## config.mk

```make
export PLATFORM = sky130hd
export DESIGN_NAME = seg_display_scan_flat
export DESIGN_NICKNAME = d
export VERILOG_FILES = /design/src/rtl/seg_display_pkg.sv /design/src/rtl/seg_display_scan_if.sv /design/src/rtl/seg7_decode.sv /design/src/rtl/seg_display_scan.sv /design/src/flat_wrapper.sv
export SDC_FILE = /design/constraint.sdc
export NUM_CORES = 1
export LEC_CHECK = 0
export ABC_AREA = 1
export CAP_MARGIN = 20
export CORE_UTILIZATION = 56
export CTS_CLUSTER_DIAMETER = 40
export DETAILED_ROUTE_END_ITERATION = 8
export GPL_TIMING_DRIVEN = 1
export PLACE_DENSITY = 0.79
export SYNTH_ARGS = -nofsm -noshare
export SYNTH_HDL_FRONTEND = slang
export SYNTH_HIERARCHICAL = 1
export SYNTH_SLANG_ARGS = --single-unit
export TNS_END_PERCENT = 50
```

## constraint.sdc

```tcl
create_clock -name clk -period 3.2 [get_ports clk]
set_input_delay 0.8 -clock clk [delete_from_list [all_inputs] [get_ports clk]]
set_output_delay 0.8 -clock clk [all_outputs]
set_load 0.05 [all_outputs]
```

## src/rtl/seg_display_pkg.sv

```systemverilog
// Shared types and constants for the 4-digit multiplexed seven-segment scanner.
// Segment codes are active-low {g,f,e,d,c,b,a}; the dp bit is added by the decoder.
package seg_display_pkg;

    typedef enum logic {
        BLANK = 1'b0,
        DRIVE = 1'b1
    } scan_state_t;

    localparam int DIGIT_COUNT = 4;

    localparam logic [3:0] DIGITS_OFF = 4'hF;
    localparam logic [7:0] SEGS_OFF   = 8'hFF;

    // Indexed by nibble value: entry [0] is the rightmost element.
    localparam logic [15:0][6:0] SEG_TABLE = {
        7'h0E, 7'h06, 7'h21, 7'h46,   // F E d C
        7'h03, 7'h08, 7'h10, 7'h00,   // b A 9 8
        7'h78, 7'h02, 7'h12, 7'h19,   // 7 6 5 4
        7'h30, 7'h24, 7'h79, 7'h40    // 3 2 1 0
    };

endpackage

```

## src/rtl/seg_display_scan_if.sv

```systemverilog
// Register-write side and display-drive side of the scanner.
// slave: the scanner itself; master: the bus register / observer.
interface seg_display_scan_if;
    logic        disp_we;
    logic [15:0] disp_wdata;
    logic [3:0]  disp_dp;
    logic [3:0]  digit_sel;
    logic [7:0]  seg;
    logic [1:0]  digit_index;
    logic        frame_done;

    modport slave (
        input  disp_we, disp_wdata, disp_dp,
        output digit_sel, seg, digit_index, frame_done
    );

    modport master (
        output disp_we, disp_wdata, disp_dp,
        input  digit_sel, seg, digit_index, frame_done
    );
endinterface

```

## src/rtl/seg7_decode.sv

```systemverilog
// Hex nibble plus decimal point to active-low segment pattern {dp,g,f,e,d,c,b,a}.
// Latency: combinational. Backpressure: none.
module seg7_decode
    import seg_display_pkg::*;
(
    input  logic [3:0] nibble,
    input  logic       dp,
    output logic [7:0] seg
);
    assign seg = {~dp, SEG_TABLE[nibble]};
endmodule

```

## src/rtl/seg_display_scan.sv

```systemverilog
// Time-multiplexed 4-digit seven-segment scanner with frame-atomic display update.
// Latency: all outputs registered, one cycle behind the scan state; writes land in pending next cycle.
// Backpressure: none; writes always accepted. Optional SEG_ZERO_BLANK_EN suppresses leading zeros.
module seg_display_scan
    import seg_display_pkg::*;
#(
    parameter int CLK_DIV      = 50000,
    parameter int BLANK_CYCLES = 16
) (
    input  logic             clk,
    input  logic             rst,
    seg_display_scan_if.slave bus
);
    localparam int            PW         = (CLK_DIV > 1) ? $clog2(CLK_DIV) : 1;
    localparam logic [PW-1:0] PRESC_LAST = PW'(CLK_DIV - 1);
    localparam logic [PW-1:0] BLANK_LEN  = PW'(BLANK_CYCLES);
    localparam logic [1:0]    LAST_DIGIT = 2'(DIGIT_COUNT - 1);

    scan_state_t   state;
    logic [PW-1:0] presc;
    logic [PW-1:0] presc_nxt;
    logic [1:0]    digit;
    logic          slot_end;
    logic          frame_end;

    logic [15:0] pend_data;
    logic [3:0]  pend_dp;
    logic [15:0] act_data;
    logic [3:0]  act_dp;

    logic [3:0] nibble;
    logic       dp_bit;
    logic       lead_zero;
    logic [7:0] dec_seg;
    logic [7:0] drive_seg;

    logic [3:0] digit_sel_q;
    logic [7:0] seg_q;
    logic [1:0] digit_index_q;
    logic       frame_done_q;

    assign slot_end  = (presc == PRESC_LAST);
    assign frame_end = slot_end && (digit == LAST_DIGIT);
    assign presc_nxt = slot_end ? '0 : presc + 1'b1;

    assign nibble = act_data[{digit, 2'b00} +: 4];
    assign dp_bit = act_dp[digit];

    seg7_decode u_decode (
        .nibble (nibble),
        .dp     (dp_bit),
        .seg    (dec_seg)
    );

`ifdef SEG_ZERO_BLANK_EN
    // A digit is a leading zero when it and every digit to its left are zero.
    always_comb begin
        lead_zero = 1'b0;
        case (digit)
            2'd1:    lead_zero = (act_data[15:4]  == 12'h000);
            2'd2:    lead_zero = (act_data[15:8]  == 8'h00);
            2'd3:    lead_zero = (act_data[15:12] == 4'h0);
            default: lead_zero = 1'b0;
        endcase
    end
`else
    assign lead_zero = 1'b0;
`endif

    assign drive_seg = lead_zero ? {~dp_bit, 7'h7F} : dec_seg;

    always_ff @(posedge clk or posedge rst) begin
        if (rst) begin
            state         <= BLANK;
            presc         <= '0;
            digit         <= '0;
            pend_data     <= '0;
            pend_dp       <= '0;
            act_data      <= '0;
            act_dp        <= '0;
            digit_sel_q   <= DIGITS_OFF;
            seg_q         <= SEGS_OFF;
            digit_index_q <= '0;
            frame_done_q  <= 1'b0;
        end else begin
            presc <= presc_nxt;
            state <= (presc_nxt < BLANK_LEN) ? BLANK : DRIVE;
            if (slot_end) begin
                digit <= digit + 2'd1;
            end

            if (bus.disp_we) begin
                pend_data <= bus.disp_wdata;
                pend_dp   <= bus.disp_dp;
            end
            // A write landing on the boundary bypasses pending so it is not lost for a frame.
            if (frame_end) begin
                act_data <= bus.disp_we ? bus.disp_wdata : pend_data;
                act_dp   <= bus.disp_we ? bus.disp_dp    : pend_dp;
            end

            digit_index_q <= digit;
            frame_done_q  <= frame_end;
            case (state)
                DRIVE: begin
                    digit_sel_q <= ~(4'b0001 << digit);
                    seg_q       <= drive_seg;
                end
                default: begin
                    digit_sel_q <= DIGITS_OFF;
                    seg_q       <= SEGS_OFF;
                end
            endcase
        end
    end

    assign bus.digit_sel   = digit_sel_q;
    assign bus.seg         = seg_q;
    assign bus.digit_index = digit_index_q;
    assign bus.frame_done  = frame_done_q;

endmodule

```

## src/flat_wrapper.sv

```systemverilog
// flat-port wrapper written by rule: the top's interface ports become plain ports
module seg_display_scan_flat import seg_display_pkg::*;
#(
    parameter int CLK_DIV      = 50000,
    parameter int BLANK_CYCLES = 16
)
  (clk, rst, bus_disp_we, bus_disp_wdata, bus_disp_dp, bus_digit_sel, bus_seg, bus_digit_index, bus_frame_done);
  seg_display_scan_if bus_i ();
  input  logic clk;
  input  logic rst;
  input wire logic [$bits(bus_i.disp_we)-1:0] bus_disp_we;
  input wire logic [$bits(bus_i.disp_wdata)-1:0] bus_disp_wdata;
  input wire logic [$bits(bus_i.disp_dp)-1:0] bus_disp_dp;
  output wire logic [$bits(bus_i.digit_sel)-1:0] bus_digit_sel;
  output wire logic [$bits(bus_i.seg)-1:0] bus_seg;
  output wire logic [$bits(bus_i.digit_index)-1:0] bus_digit_index;
  output wire logic [$bits(bus_i.frame_done)-1:0] bus_frame_done;
  assign bus_i.disp_we = bus_disp_we;
  assign bus_i.disp_wdata = bus_disp_wdata;
  assign bus_i.disp_dp = bus_disp_dp;
  assign bus_digit_sel = bus_i.digit_sel;
  assign bus_seg = bus_i.seg;
  assign bus_digit_index = bus_i.digit_index;
  assign bus_frame_done = bus_i.frame_done;
  seg_display_scan #(.CLK_DIV(CLK_DIV), .BLANK_CYCLES(BLANK_CYCLES)) u_core (.clk(clk), .rst(rst), .bus(bus_i));
endmodule
```

# Word level (Yosys, flattened, before mapping)
# Memories as Yosys holds them, arrays and structs flattened.
# Index checks and enable logic that the tools add are counted.
# word_totals
reg_bits	74
mem_bits_ro	112
inputBits	23
n_memories	1
# mem_list
name	depth	word_bits	rd	rd_clocked_by_memory_dff	wr	line_no	rtl
(name not given)	16	7	1	0	0	seg7_decode.sv:10	assign seg = {~dp, SEG_TABLE[nibble]};
# classes
add_sub_neg	2
n_lt_le_gt_ge	3
eq_ne	2
shifts	2
muxes	9
bitwise_logic	2
n_reduce_logical	1
# op_table
operator	count
2-to-1 mux 16 bit	2
adder 16 x 1 -> 16 bit (second input constant)	1
equality test 16 bit (second input constant)	1
less-than comparator 16 x 5 -> 1 bit (second input constant)	1
indexed part select 16 x 5 -> 4 bit	1
2-to-1 mux 4 bit	2
2-to-1 mux 8 bit	1
2-to-1 mux 7 bit	1
less-than comparator 4 x 5 -> 1 bit (second input constant)	1
NOT 4 bit	1
<< shifter 1 x 2 -> 4 bit (first input constant)	1
less-than comparator 2 x 3 -> 1 bit (second input constant)	1
adder 2 x 1 -> 2 bit (second input constant)	1
binary-select mux 1 bit (select 2 bit)	1
equality test 2 bit (second input constant)	1
2-to-1 mux 1 bit	2
logical AND 1 bit	1
NOT 1 bit	1

# Longest topological paths before layout
# depth
ltp_word	4
depth_mapped	12
depth_no_buf	11

# By module
# Netlist, hierarchy kept.
# modules_own_cells
mod	n_inst	cells_per_inst	area_each_um2	seq_area_each_um2
seg_display_scan	1	393	3243.1	1866.8
seg7_decode	1	50	277.8	0.0

# Worst setup path before layout
# Ideal clock, no wire load.
# synth_timing
path_kind	flip-flop to flip-flop
from	reg u_core.digit[0]
to	reg u_core.seg_q[3] (netlist: u_core/bus.seg[3])
t_arrival_ns	1.870
required_time_ns	3.113
slack_ns	1.243
path_stages_with_launch	12
path_buffers	1
path_cell_list	dfrtp_1 inv_1 clkbuf_1 nor2_1 o22ai_1 inv_1 ha_1 nand2_1 nand3_1 nand2_1 inv_1 nand2_1
# synth_between
elab_chain_len	4
# synth_rtl
item	line_no	rtl
start, declared	seg_display_scan.sv:22	logic [1:0] digit;
start signal, assigned	seg_display_scan.sv:89	digit <= digit + 2'd1;
indexed part select 16 x 5 -> 4 bit	seg_display_scan.sv:46	assign nibble = act_data[{digit, 2'b00} +: 4];
via u_core.nibble[1]	seg_display_scan.sv:31	logic [3:0] nibble;
memory read (16 x 7 bit)	--	
2-to-1 mux 7 bit (not written as such)	seg7_decode.sv:10	
via u_core.dec_seg[3]	seg_display_scan.sv:34	logic [7:0] dec_seg;
2-to-1 mux 8 bit	seg_display_scan.sv:104	case (state)
end signal, assigned	seg_display_scan.sv:107	seg_q <= drive_seg;
end, declared	seg_display_scan.sv:38	logic [7:0] seg_q;
# The timed path passes the listed nets, and every way through them passes these cells. The select of a mux whose other input is x is not followed.
# A chain may end at the register's enable or synchronous reset.

# Worst setup path after layout
# layout_timing
from	reg u_core.digit_sel_q[3] (netlist: u_core/bus.digit_sel[3])
to	out bus_digit_sel[3]
# layout_rtl
item	line_no	rtl
start, declared	seg_display_scan.sv:37	logic [3:0] digit_sel_q;
start signal, assigned	seg_display_scan.sv:106	digit_sel_q <= ~(4'b0001 << digit);
end, declared	flat_wrapper.sv:14	output wire logic [$bits(bus_i.digit_sel)-1:0] bus_digit_sel;
# No word-level cell between the ends.

==> flow_summary.ini <==
[logic_synthesis]
netlist_area_sq_um = 3520
yosys.area.top_type = dfrtp_1
synth_top_family_by_area = simple AND/OR/NAND/NOR gates
netlist_top_cells_area = dfrtp_1, nand2_1, dfstp_2
synthAdderAreaFrac_pct = 4.26
synth.distinct_cells = 22
syn_area_per_cell_sq_um = 7.95
synthXorXnorAreaFrac_pct = 0.498
synth_seq_cells = 74
syn_nets = 478
synth-compound-area-share_pct = 3.84
synthCells = 443
yosysWarnings = 6
yosysSeqAreaShare_pct = 53.0
netlist.area_leader.share_pct = 44.1
synth-simple-area-share_pct = 30.8
muxShareOfSynthArea_pct = 0

[drt]
drt-total-wl_um = 6900
avgRoutedWirePerCell_um = 12.3
drt_pass1_iterations = 5
drtIter0Drc = 190
drc = 0
vias = 2827
routed_via_density = 5.04
ant_nets = 0

[grt]
grt_max_degree = 75
grt_pass1_wl_um = 11900
grt_use_total_pct = 24.0
overflow = 0
antenna_found_initial = 0
grt_pass1_vias = 2724

[timing]
tightest_slew_ns = 0.748
finalClockSkew_ns = 0.00729
rsz0062_at_grt = false
tns_ns = 0
fin_crit_ns = 2.46
fin_crit_sh_pct = 76.8
max_slew_margin_pct = 50.1
maxSlewViolCount = 0
timing.fmax_mhz = 407
setup_viol = 0
holdWs_ns = 0.473
finalHoldViolCount = 0

[power]
finalPower_uw = 1780
p_sw_uw = 400
power_frac_seq_pct = 54.2
power.leakage_uw = 0.00220
swShare_pct = 22.5
clkPwrFrac_pct = 41.0
p_int_uw = 1380
power.density_nw_per_um2 = 428
ir_drop_mv = 0.305
p_comb_share_pct = 4.8

[setup_path]
path_class = reg2out
crit_chain = clkdlybuf4s50_1
required_ns = 2.40
cp_max_fo = 1
max_stage_delay_ns = 0.79
critPathArrivalTime_ns = 1.66
slowest_stage = clkdlybuf4s50_1
critPathCaptureType = output pin
path_buf_inv = 1
critPathTopFamily = buffers and inverters
critPathLaunchType = flop

[layout]
num_antenna_cells = 0
final_nets = 516
final_cell_mix = nand2_1, dfrtp_1, inv_1, clkdlybuf4s50_1, nor2_1
drive_gt1_share_pct = 8.85
final_common_cell = nand2_1
areaGrowthSynthToFinish_pct = 17.8

[cts]
numCtsBuffers = 9
hold_buffers = 0
cts.clk_slew.worst_paths_ns = 0.08
cts_root_buf = clkbuf_8
clock_path_buffers = 2
tritoncts = built
cts.repair.resized = 0
cts.sinks = 74
clk_latency_ns = 0.34
htreeDepth = 3
cts_setup_buffers = 0

[status]
outcome = complete, no violations

[place]
io_buffers = 37
gp_congestion = 0.929
dp_hpwl_um = 4850

[die]
fp.dieH_um = 81.3
ios = 38
die-area_sq_um = 6610
coreArea_sq_um = 5990
std_cell_rows = 28
initial_utilization_pct = 58.8
fp.dieW_um = 81.3

[min_path]
hold_class = reg2reg

[run]
drv_cap = 0
==> path summary, 6_finish.rpt <==
path,start,to,slack (ns),cells past startpoint
max in group asynchronous,rst,u_core/bus.seg[7],2.00,3
min in group asynchronous,rst,u_core/presc[11],0.85,3
worst max-delay path,u_core/bus.digit_sel[3],bus_digit_sel[3],0.74,1
worst min register to register,u_core/pend_dp[0],u_core/pend_dp[0],0.47,2
worst min-delay path,u_core/pend_dp[0],u_core/pend_dp[0],0.47,2
worst max register to register,u_core/digit[0],u_core/bus.seg[3],0.91,10
==> stage by stage <==
| step | instances | setup slack, ns | cell area (sq um) | util [%] |
|---|---|---|---|---|
| after floorplan | 443 | 0.538 | 3520 | - |
| after global placement | 545 | 1.09 | 3950 | 65.9 |
| after detailed placement | 545 | 0.959 | 3950 | 65.9 |
| after CTS | 561 | 0.722 | 4150 | 69.2 |
| after global routing | 561 | 0.642 | 4150 | 69.2 |
| final | 561 | 0.743 | 4150 | 69.2 |
==> cell type report <==
| cell class | instances | area (sq um) |
|---|---|---|
| clock buffer | 10 | 138 |
| tap | 75 | 93.8 |
| timing repair buffer | 40 | 405 |
| inverter | 51 | 191 |
| fill | 496 | 1840 |
| multi-input combinational | 305 | 1390 |
| sequential | 74 | 1870 |
| clock inverter | 6 | 65.1 |
==> worst min-delay path: stages (launching register included) <==
cell and delay [ns]:
dfrtp_1 0.32, nand2_1 0.05, nand2_1 0.07
==> synthesized netlist by cell type (all sizes together) <==
library cell and count:
ha 12, nand2 195, o21bai 2, nor4 1, clkbuf 7, o21ai 17, nand4 5, nand3 28
buf 6, xor2 2, o22ai 5, or2 3, dfstp 12, dfrtp 62, inv 51, nor2 35
==> per-layer routing <==
metal | up-vias | global-route usage, % | wire length [um]
met5 | - | 0 | 0
met4 | 0 | 12.7 | 140
met3 | 21 | 5.17 | 225
met2 | 67 | 36.9 | 3180
met1 | 1312 | 31.7 | 3350
li1 | 1427 | - | -
==> power groups by stage <==
stage | Sequential [uW] | Combinational [uW] | Clock, uW
finish | 963 | 84.7 | 728
global placement | 980 | 85.2 | 0
detailed placement | 981 | 86.2 | 0
floorplan | 979 | 43.3 | 0
CTS | 963 | 86.9 | 744
global route | 965 | 96.2 | 783
==> state kept, by name, indices dropped and copies added, names as in the netlist <==
signal,cells
u_core/bus.digit_index,2
u_core/state,1
u_core/pend_dp,4
u_core/presc,16
u_core/digit,2
u_core/bus.digit_sel,4
u_core/pend_data,16
u_core/act_data,16
u_core/bus.seg,8
u_core/act_dp,4
u_core/bus.frame_done,1
==> cell families (layout without fill, tap and decap cells) <==
| kind of cell | count (synthesis) | in the layout |
|---|---|---|
| AO/OA/AOI/OAI | 24 | 24 |
| XOR/XNOR | 2 | 2 |
| flip-flops | 74 | 74 |
| adder cells (fa/ha/maj) | 12 | 12 |
| buffers and inverters | 64 | 107 |
| AND/OR/NAND/NOR | 267 | 267 |
Note: power is estimated with default switching activity, not from simulation.
